==> src/rtl/mem_line_adapter_pkg.sv <==
// pmem_types: shared FSM state encoding and line geometry for mem_line_adapter.
package pmem_types;
    typedef enum logic [2:0] {IDLE, FILL, MERGE, WB, RESP} state_t;
    localparam int LINE_BYTES = 32;
    localparam int BEAT_BITS  = 64;
    localparam int NUM_BEATS  = 4;
    localparam int TAG_WIDTH  = 27;
    localparam int LINE_BITS  = LINE_BYTES * 8;
endpackage

==> src/rtl/mem_line_adapter_line_store.sv <==
// line_store: one 256-bit line with a beat write port, a byte-enabled word write port,
// and combinational word/beat read ports.
module line_store
    import pmem_types::*;
(
    input  logic                 clk,
    input  logic                 beat_we,
    input  logic [1:0]           beat_idx,
    input  logic [BEAT_BITS-1:0] beat_wdata,
    input  logic                 word_we,
    input  logic [2:0]           word_idx,
    input  logic [3:0]           word_be,
    input  logic [31:0]          word_wdata,
    output logic [31:0]          word_rdata,
    output logic [BEAT_BITS-1:0] beat_rdata
);
    logic [LINE_BITS-1:0] line;

    // Line contents carry no reset: data is meaningless until a fill marks it valid.
    always_ff @(posedge clk) begin
        if (beat_we) line[beat_idx*BEAT_BITS +: BEAT_BITS] <= beat_wdata;
        for (int b = 0; b < 4; b++)
            if (word_we && word_be[b]) line[word_idx*32 + b*8 +: 8] <= word_wdata[b*8 +: 8];
    end

    assign word_rdata = line[word_idx*32 +: 32];
    assign beat_rdata = line[beat_idx*BEAT_BITS +: BEAT_BITS];
endmodule

==> src/rtl/mem_line_adapter.sv <==
// mem_line_adapter: 32-bit CPU port onto a 4x64-bit line-burst memory through a one-line buffer.
// Define LINE_BUF_HIT_EN to serve buffer hits without a refill.
module mem_line_adapter
    import pmem_types::*;
(
    input  logic                 clk,
    input  logic                 rst,
    input  logic [31:0]          mem_address,
    input  logic                 mem_read,
    input  logic                 mem_write,
    input  logic [3:0]           mem_byte_enable,
    input  logic [31:0]          mem_wdata,
    output logic [31:0]          mem_rdata,
    output logic                 mem_resp,
    output logic [31:0]          pmem_address,
    output logic                 pmem_read,
    output logic                 pmem_write,
    input  logic [BEAT_BITS-1:0] pmem_rdata,
    output logic [BEAT_BITS-1:0] pmem_wdata,
    input  logic                 pmem_resp
);
`ifdef LINE_BUF_HIT_EN
    localparam bit HIT_EN = 1'b1;
`else
    localparam bit HIT_EN = 1'b0;
`endif
    state_t               state, state_nx;
    logic                 valid, hit, last_beat, unused;
    logic [TAG_WIDTH-1:0] tag, tag_in;
    logic [1:0]           cnt;
    logic [31:0]          rdata_q, word_rd;

    assign unused    = &{1'b0, mem_address[1:0]};
    assign tag_in    = mem_address[31:5];
    assign hit       = HIT_EN && valid && (tag == tag_in);
    assign last_beat = pmem_resp && (cnt == 2'(NUM_BEATS - 1));

    always_comb begin
        state_nx = state;
        case (state)
            IDLE:    if (mem_read || mem_write) state_nx = !hit ? FILL : mem_read ? RESP : MERGE;
            FILL:    if (last_beat) state_nx = mem_read ? RESP : MERGE;
            MERGE:   state_nx = WB;
            WB:      if (last_beat) state_nx = RESP;
            default: state_nx = IDLE;
        endcase
    end

    assign pmem_read    = (state == FILL);
    assign pmem_write   = (state == WB);
    assign mem_resp     = (state == RESP);
    assign pmem_address = (pmem_read || pmem_write) ? {tag_in, 5'b0} : '0;
    assign mem_rdata    = mem_resp ? word_rd : rdata_q;

    always_ff @(posedge clk or negedge rst) begin
        if (!rst) begin
            state   <= IDLE;
            valid   <= 1'b0;
            tag     <= '0;
            cnt     <= '0;
            rdata_q <= '0;
        end else begin
            state <= state_nx;
            if ((pmem_read || pmem_write) && pmem_resp) cnt <= cnt + 2'd1;
            if (pmem_read && last_beat) begin
                valid <= 1'b1;
                tag   <= tag_in;
            end
            if (mem_resp) rdata_q <= word_rd;
        end
    end

    line_store u_store (
        .clk        (clk),
        .beat_we    (pmem_read && pmem_resp),
        .beat_idx   (cnt),
        .beat_wdata (pmem_rdata),
        .word_we    (state == MERGE),
        .word_idx   (mem_address[4:2]),
        .word_be    (mem_byte_enable),
        .word_wdata (mem_wdata),
        .word_rdata (word_rd),
        .beat_rdata (pmem_wdata)
    );
endmodule
==> config.mk <==
export PLATFORM = sky130hd
export DESIGN_NAME = mem_line_adapter
export DESIGN_NICKNAME = d
export VERILOG_FILES = /design/src/rtl/mem_line_adapter_pkg.sv /design/src/rtl/mem_line_adapter_line_store.sv /design/src/rtl/mem_line_adapter.sv
export SDC_FILE = /design/constraint.sdc
export NUM_CORES = 1
export LEC_CHECK = 0
export ABC_AREA = 0
export CORE_MARGIN = 2
export CORE_UTILIZATION = 54
export CTS_CLUSTER_SIZE = 20
export DETAILED_ROUTE_END_ITERATION = 12
export PLACE_DENSITY_LB_ADDON = 0.3
export SETUP_SLACK_MARGIN = 0.02
export SYNTH_ARGS = -nofsm -noshare
export SYNTH_HDL_FRONTEND = slang
export SYNTH_HIERARCHICAL = 1
export SYNTH_SLANG_ARGS = --single-unit
export TNS_END_PERCENT = 10
==> constraint.sdc <==
create_clock -name clk -period 3.3 [get_ports clk]
set_input_delay 0.33 -clock clk [delete_from_list [all_inputs] [get_ports clk]]
set_output_delay 0.33 -clock clk [all_outputs]
set_load 0.02 [all_outputs]
**Yosys cells after proc, flatten, opt, wreduce, memory -nomap -nowiden**

Cells that the tools add are included.

- Input port bits: 137
- Logic and storage cells: 61
- Output and inout bits: 131
- Register bits: 293

- Reduce and logical (&&, ||, !) cells: 11
- Shift-type cells: 12
- Eq/ne operators: 8
- Add/sub/neg operators: 9
- Multiplexer cells: 17

Operators by type and width:

| operator | count |
|---|---|
| $bwmux W256 | 5 |
| $mux W256 | 5 |
| $shift A8 B34 Y256 const A | 4 |
| $shiftx A8 B34 Y256 | 4 |
| $shift A64 B34 Y256 const A | 1 |
| $shiftx A256 B9 Y32 | 1 |
| $shiftx A256 B9 Y64 | 1 |
| $shiftx A64 B34 Y256 | 1 |
| $neg A32 Y34 | 3 |
| $neg A8 Y34 | 2 |
| $mux W32 | 2 |
| $add A8 B5 Y9 const B | 2 |
| $mux W3 | 4 |
| $pmux W3 S4 | 1 |
| $add A8 B4 Y9 const B | 1 |
| $logic_and A1 B1 Y1 | 7 |
| $eq A3 B2 Y1 const B | 2 |
| $ne A2 B1 Y1 const B | 2 |
| $eq A3 B1 Y1 const B | 1 |
| $eq A3 B3 Y1 const B | 1 |
| $logic_not A3 Y1 | 1 |
| $reduce_and A3 Y1 | 1 |
| $add A2 B1 Y2 const B | 1 |
| $eq A2 B2 Y1 const B | 1 |
| 2 further kinds | 3 |

**Logic depth before layout (Yosys ltp)**

Gate-level depths: netlist of the first run.

- Depth in word-level cells: 12
- Depth in mapped cells: 11
- Depth with buffers taken out: 7

**Cells and area by module**

The synthesis of the first run kept the hierarchy.

Modules (own cells, without submodules):

| module | seq. area each (µm²) | area an instance (µm²) | instances | cells an instance |
|---|---|---|---|---|
| line_store | 5124.9 | 13959.6 | 1 | 1388 |
| mem_line_adapter | 925.9 | 1667.8 | 1 | 126 |

**Worst setup path after synthesis of the first run**

No wires, ideal clock.

- Path type: register to register
- Start point: register cnt[1]
- End point: register u_store.line[128]
- Arrival: 2585 ps
- Data required time: 3230 ps
- Clock period less this slack: 2655 ps
- Buffers on the path: 3
- Setup time: 70 ps
- Stages on the path, launching flop included: 10
- Path slack: 645 ps
- Path through: dfrtp_1 -> clkbuf_1 -> clkbuf_1 -> inv_1 -> ha_1 -> nand2b_1 -> nor4_2 -> clkbuf_1 -> a22oi_1 -> a21oi_1

- Longest elaborated chain between the ends: 12
- Elaborated cells on any way between the ends: 13
- Classes of those cells: 1 x add/sub; 2 x shift; 10 x mux

RTL lines:

| what | RTL line | text |
|---|---|---|
| start: declaration | mem_line_adapter.sv:30 | `logic [1:0] cnt;` |
| start signal: assignment | mem_line_adapter.sv:64 | `if ((pmem_read \|\| pmem_write) && pmem_resp) cnt <= cnt + 2'd1;` |
| $neg A8 Y34 (*) | mem_line_adapter_line_store.sv:21 | `if (beat_we) line[beat_idx*BEAT_BITS +: BEAT_BITS] <= beat_wdata;` |
| $shiftx A64 B34 Y256 / $shift A64 B34 Y256 (equally long branches) | mem_line_adapter_line_store.sv:21 |  |
| $bwmux W256 (*) | mem_line_adapter_line_store.sv:21 |  |
| $mux W256 (*) | mem_line_adapter_line_store.sv:21 |  |
| $bwmux W256 | mem_line_adapter_line_store.sv:23 | `if (word_we && word_be[b]) line[word_idx*32 + b*8 +: 8] <= word_wdata[b*8 +: 8];` |
| $mux W256 (*) | mem_line_adapter_line_store.sv:23 |  |
| $bwmux W256 | mem_line_adapter_line_store.sv:23 |  |
| $mux W256 (*) | mem_line_adapter_line_store.sv:23 |  |
| $bwmux W256 | mem_line_adapter_line_store.sv:23 |  |
| $mux W256 (*) | mem_line_adapter_line_store.sv:23 |  |
| $bwmux W256 | mem_line_adapter_line_store.sv:23 |  |
| $mux W256 (*) | mem_line_adapter_line_store.sv:23 |  |
| end signal: indexed assignment | mem_line_adapter_line_store.sv:21 |  |
| end signal: indexed assignment | mem_line_adapter_line_store.sv:23 |  |
| end: declaration | mem_line_adapter_line_store.sv:17 | `logic [LINE_BITS-1:0] line;` |

Mark *: on every way between the ends. The rest lies on a longest branch, timed or not.
A chain may end at the register's enable or synchronous reset.

**Final worst setup path of the first run**

- Start point: register state[1]
- End point: output mem_rdata[1]

- Longest elaborated chain between the ends: 2

RTL lines:

| what | RTL line | text |
|---|---|---|
| start: declaration | mem_line_adapter.sv:27 | `state_t state, state_nx;` |
| start signal: assignment | mem_line_adapter.sv:63 | `state <= state_nx;` |
| $eq A3 B3 Y1 | mem_line_adapter.sv:51 | `assign mem_resp = (state == RESP);` |
| $mux W32 | - |  |
| end: declaration | mem_line_adapter.sv:13 | `output logic [31:0] mem_rdata,` |

Every way passes these cells.

==> results of run 1 <==
registers in the layout, indices dropped and copies added (netlist names):
name / count
state: 3
rdata_q: 32
u_store/line: 256
cnt: 2
through the flow:
step	hold slack [ns]	worst slack, ns	instances	power [mW]	util, %
5_1_grt	0.05893	0.1792	2115	17.53	68.89
3_5_place_dp	0.4712	0.3739	2053	12.90	65.01
6_report	-0.01048	0.2818	2116	16.77	68.90
4_1_cts	0.02204	0.2518	2114	16.70	68.88
2_1_floorplan	0.03441	0.6447	1518	10.22	-
3_3_place_gp	0.4694	0.4391	2053	12.65	65.01
synthesized netlist by cell type (6+ instances only):
| cell type | count |
|---|---|
| o21ai_0 | 10 |
| buf_2 | 39 |
| and3_1 | 16 |
| buf_1 | 11 |
| dfrtp_1 | 37 |
| a22oi_1 | 113 |
| ha_1 | 14 |
| a21oi_1 | 251 |
| nand2_1 | 203 |
| mux2_2 | 32 |
| inv_1 | 6 |
| nand3_1 | 9 |
| mux4_2 | 128 |
| and2_1 | 29 |
| clkbuf_1 | 96 |
| dfxtp_1 | 256 |
| a221oi_1 | 143 |
| buf_4 | 10 |
| mux2i_1 | 50 |
| nor2_1 | 13 |
worst max-delay path by stage:
| stage | from | to | slack, ns | cells past startpoint |
|---|---|---|---|---|
| final | state[1] | mem_rdata[1] | 0.28 | 4 |
| after floorplan | cnt[1] | u_store/line[128] | 0.64 | 9 |
| after CTS | state[1] | mem_rdata[1] | 0.25 | 4 |
| after global placement | mem_address[3] | u_store/line[68] | 0.44 | 8 |
| after global routing | state[1] | mem_rdata[1] | 0.18 | 4 |
| after detailed placement | mem_address[3] | u_store/line[66] | 0.37 | 8 |
layout make-up:
class,instances,area (sq um),area share [%]
clock buffer,52,1010,5.120
inverter,7,26.28,0.1332
timing repair buffer,309,3131,15.87
tap,384,480.5,2.436
antenna,2,5.005,0.02538
multi-input combinational,1060,8915,45.20
sequential,293,6056,30.71
clock inverter,9,98.84,0.5012
power breakdown:
| part | internal, mW | switching [mW] | total (mW) |
|---|---|---|---|
| sequential | 4.85 | 0.991 | 5.84 |
| combinational | 3.72 | 3.45 | 7.18 |
| clock | 2.27 | 1.49 | 3.76 |
| total | 10.8 | 5.94 | 16.8 |
layout by cell type, fill, tap and decap left out, drive strengths merged:
cell and count:
nand3b 3, buf 53, and2 29, mux2i 50
a22oi 113, nand2 203, nor4 5, diode 2
or4b 1, or4 1, ha 14, mux4 128
nor2 16, a31oi 1, and3 16, a221oi 143
nor3b 1, or3 2, dfrtp 37, mux2 33
nand4 3, a21oi 251, clkbuf 52, dfxtp 256
nor3 6, nor4b 5, nand2b 4, clkdlybuf4s50 256
inv 7, nor2b 4, nand3 9, xnor2 2
o21bai 1, clkinv 7, bufinv 2, conb 5
o311ai 1, o21ai 10
logic make-up after synthesis:
family / Yosys count / synth area share, %
multiplexers: 211 / 24.03
AO/OA/AOI/OAI: 520 / 21.99
other: 1 / 0.02400
XOR/XNOR: 2 / 0.1602
buffers and inverters: 165 / 4.612
flip-flops: 293 / 38.72
adder cells (fa/ha/maj): 14 / 1.121
AND/OR/NAND/NOR: 308 / 9.343
routing by layer:
layer  wire [microns]  share of wire [%]
met1            19310                 35
met2            25280                 46
met3             7116                 13
met4             2888                5.3
met5               34              0.062
==> results_dict.tcl, run 1 <==
set metrics [dict create \
    crit_path_top_delay_cell "clkdlybuf4s50_1" \
    grt_pass1_wl_microns 85030 \
    post_synth_instance_area_sq_um 15630 \
    final.period_utilization_pct 91.46 \
    die_width_microns 174.1 \
    worst-endpoint-required_ns 2.97 \
    outcome "complete, but fails checks" \
    worst-setup-path-type "reg -> out" \
    antenna_found_initial 5 \
    clk_lat_worst_skew_ns 0.51 \
    synth-seq-cells 293 \
    vias_in_the_first_global_route 15351 \
    synth_cells 1514 \
    first_pass_iters 6 \
    report.final.slew_viol_count 0 \
    report.final.hold_viol_count 14 \
    seq_area_frac_synth_pct 38.72 \
    routed_wl_microns 54630 \
    reg2reg_setup_slack_ns 0.54 \
    numPortBuffers 260 \
    dieArea_sq_um 30320 \
    final_layout_size_suffix_gt1_share_pct 16.71 \
    type_of_origin_of_the_critical_path "register" \
    fillCellCount 2076 \
    maxCapViolations 0 \
    drt-initial-drc-count 1738 \
    p_leak_nw 7.453 \
    synth_largest_type_area_fraction_pct 32.79 \
    hp-class "in -> async" \
    path_buf_inv 2 \
    crit-reg2reg-capture "u_store/line[115]" \
    viasPerCell 7.054 \
    antenna_violating_nets_post_route 0 \
    violations "negative hold slack" \
    clock_tree.buffer_depth 3 \
    critical_path.max_fanout 33 \
    grt_util_met3_pct 8.180 \
    synth-warning-count 6 \
    num_vias 14927 \
    synth.avg_cell_area_sq_um 10.32 \
    use_met1_pct 43.83 \
    cts.sinks 293 \
    ctsRootBufferMaster "clkbuf_16" \
    gr-usage-all-layers_pct 35.65 \
    syn2layout_area_growth_pct 26.20 \
    cts.hold.buffers_added 0 \
    gp_congestion 0.8333 \
    worst-r2r-cell-count 6 \
    worst_clock_skew_ns 0.01685 \
    worst_slew_margin_rel_pct 33.30 \
    h-tree-depth 2 \
    critical_path.endpoint_type "output pin" \
    fin_tns_setup_ns 0 \
    max-vdd-ir-drop_v 0.0004328 \
    crit_family "buffers and inverters" \
    chipHeight_microns 174.1 \
    core_footprint_sq_um 28630 \
    ys_top_cells_by_area "dfxtp_1, mux4_2, a21oi_1" \
    power_per_cell_area_nw_per_um2 850.5 \
    finalHoldWorstSlack_ns -0.01048 \
    remaining_drc_errors 0 \
    postSynth.topFlopCell "dfxtp_1" \
    grt_overflow_total 0 \
    floorplan.rows 62 \
    synth_top_cell_by_area "dfxtp_1" \
    count_of_flip_flops_with_a_built_in_enable_after_synthesis 0 \
    design.final.nets 1856 \
    worst-endpoint-arrival_ns 2.69 \
    rsz0062_at_grt "false" \
    cts_tree "yes" \
    grt-busiest-layer "met2" \
    initial_core_util_pct 54.59 \
    cts_resized 0 \
    asyncSetResetFlopFracSynth_pct 12.63 \
    design_area_sq_um 19720 \
    worstMarginPinSlew_ns 1.001 \
    timing.fmax_ghz 0.3313 \
    post_drt_wl_per_cell_microns 25.82 \
    fin_crit_ns 3.018 \
    boundaryPins 268 \
    cts_setup_buffers 0 \
    critical-path-max-stage-delay_ns 0.55 \
    rr_startpoint "state[1]" \
    synth.lib_cells_used.distinct 45 \
    global_route.usage.met2_pct 58.50 \
    clkTransAtPathRegs_ns 0.06 \
    critical_path.cell_chain "nor3b_4, buf_4, mux2_2, clkdlybuf4s50_1" \
    pin_count_of_the_biggest_net_entering_global_routing 65 \
    postPlaceCellArea_sq_um 18610 \
    cts_buffers 34 \
    timing.final.setup_violations 0 \
    hpwl_microns 33290 \
]
(Power assumes the default switching activity.)
==> inputs of run 2 (changes only) <==
HOLD_SLACK_MARGIN = 0.1   (was not set)
==> results_dict.tcl, run 2 (synthesis gave the netlist of run 1 again) <==
set metrics [dict create \
    hpwl_microns 33290 \
    rsz0062_at_grt "false" \
    multiInputGateArea_sq_um 8915 \
    critical_path.endpoint_type "output pin" \
    antenna_found_initial 5 \
    hp-class "in -> reg" \
    floorplan.rows 62 \
    worst-endpoint-arrival_ns 2.69 \
    critical_path.max_fanout 33 \
    core_footprint_sq_um 28630 \
    design.final.nets 1857 \
    report.final.slew_viol_count 0 \
    cts_tree "yes" \
    final_layout_size_suffix_gt1_share_pct 16.70 \
    grt_pass1_wl_microns 85030 \
    numPortBuffers 260 \
    final.period_utilization_pct 91.43 \
    routed_wl_microns 54640 \
    antenna_violating_nets_post_route 0 \
    fin_total_pwr_mw 16.77 \
    power_per_cell_area_nw_per_um2 849.8 \
    die_width_microns 174.1 \
    syn2layout_area_growth_pct 26.26 \
    max_flop_register "u_store/line" \
    chipHeight_microns 174.1 \
    cts_resized 0 \
    gp_congestion 0.8333 \
    clk_lat_worst_skew_ns 0.51 \
    boundaryPins 268 \
    gr-usage-all-layers_pct 35.65 \
    p_leak_nw 7.457 \
    largest_reg_flops 256 \
    seq_area_sq_um 6056 \
    initial_core_util_pct 54.59 \
    viasPerCell 7.015 \
    remaining_drc_errors 0 \
    max-vdd-ir-drop_v 0.0004339 \
    timing.fmax_ghz 0.3314 \
    maxCapViolations 0 \
    type_of_origin_of_the_critical_path "register" \
    fin_crit_ns 3.017 \
    cts.sinks 293 \
    wl_met2_microns 25470 \
    report.final.hold_viol_count 0 \
    worst_clock_skew_ns 0.01616 \
    top_signal_layer_used "met5" \
    num_vias 14850 \
    worst-setup-path-type "reg -> out" \
    outcome "finished, final reports clean" \
    first_pass_iters 6 \
    post_drt_wl_per_cell_microns 25.81 \
    finalHoldWorstSlack_ns 0.3461 \
    clkTransAtPathRegs_ns 0.06 \
    vias_in_the_first_global_route 15351 \
    clock_tree.buffer_depth 3 \
    ctsRootBufferMaster "clkbuf_16" \
    worstMarginPinSlew_ns 0.9881 \
    fin_tns_setup_ns 0 \
    top_flop_regs "u_store/line: 256 flops, rdata_q: 32 flops, state: 3 flops" \
    grt_overflow_total 0 \
    met1_length_microns 19630 \
    worst_slew_margin_rel_pct 34.13 \
    worst-endpoint-required_ns 2.97 \
    drt-initial-drc-count 1911 \
    dieArea_sq_um 30320 \
    h-tree-depth 2 \
    pin_count_of_the_biggest_net_entering_global_routing 65 \
    dr_wl_met3_microns 6909 \
    fillCellCount 2076 \
    timing.final.setup_violations 0 \
    cts_buffers 34 \
    most-common-layout-cells "clkdlybuf4s50_1, dfxtp_1, a21oi_1" \
]
## run 2: final timing paths
| kind | startpoint | end | slack, ns | depth (start not counted) |
|---|---|---|---|---|
| worst max register to register | state[1] | u_store/line[115] | 0.56 | 6 |
| worst min register to register | rdata_q[16] | rdata_q[16] | 0.49 | 1 |
| worst max-delay path | state[1] | mem_rdata[1] | 0.28 | 4 |
| max in group asynchronous | rst | cnt[0] | 2.06 | 2 |
| min in group asynchronous | rst | rdata_q[0] | 0.53 | 2 |
| worst min-delay path | mem_address[2] | u_store/line[7] | 0.35 | 4 |
## run 2: cell type report
class	instances	share of cell area (%)
Clock inverter	9	0.5010
Antenna cell	2	0.02536
Multi-Input combinational cell	1060	45.18
Sequential cell	293	30.69
Timing Repair Buffer	310	15.92
Tap cell	384	2.435
Clock buffer	52	5.117
Inverter	7	0.1332
## run 2: worst max-delay path, stage by stage (launching register included)
cell             delay, ns
dfrtp_1               0.47
nor3b_4               0.21
buf_4                 0.49
mux2_2                0.45
clkdlybuf4s50_1       0.55
## run 2: layer usage
layer / global-route usage [%] / vias to the layer above
li1: - / 6313
met1: 43.83 / 7045
met2: 58.50 / 1232
met3: 8.180 / 254
met4: 19.19 / 6
met5: 0 / -
## run 2: where the power goes
| group | total [mW] | internal, mW | switching [mW] |
|---|---|---|---|
| sequential | 5.84 | 4.85 | 0.992 |
| combinational | 7.17 | 3.72 | 3.45 |
| clock | 3.76 | 2.27 | 1.49 |
| total | 16.8 | 10.8 | 5.93 |
## run 2: through the flow
stage | instance area [sq um] | instances | util (%) | worst slack (ns)
floorplan | 15640 | 1518 | - | 0.6447
global placement | 18610 | 2053 | 65.01 | 0.4391
detailed placement | 18610 | 2053 | 65.01 | 0.3739
CTS | 19730 | 2115 | 68.91 | 0.2518
global route | 19730 | 2116 | 68.92 | 0.1792
finish | 19730 | 2117 | 68.93 | 0.2827
## run 2: what timing repair did
item | 4_1_cts | 5_1_grt
hold buffers | 1 | 0
endpoints found under the hold margin | 33 | 0
setup buffers | 0 | 0
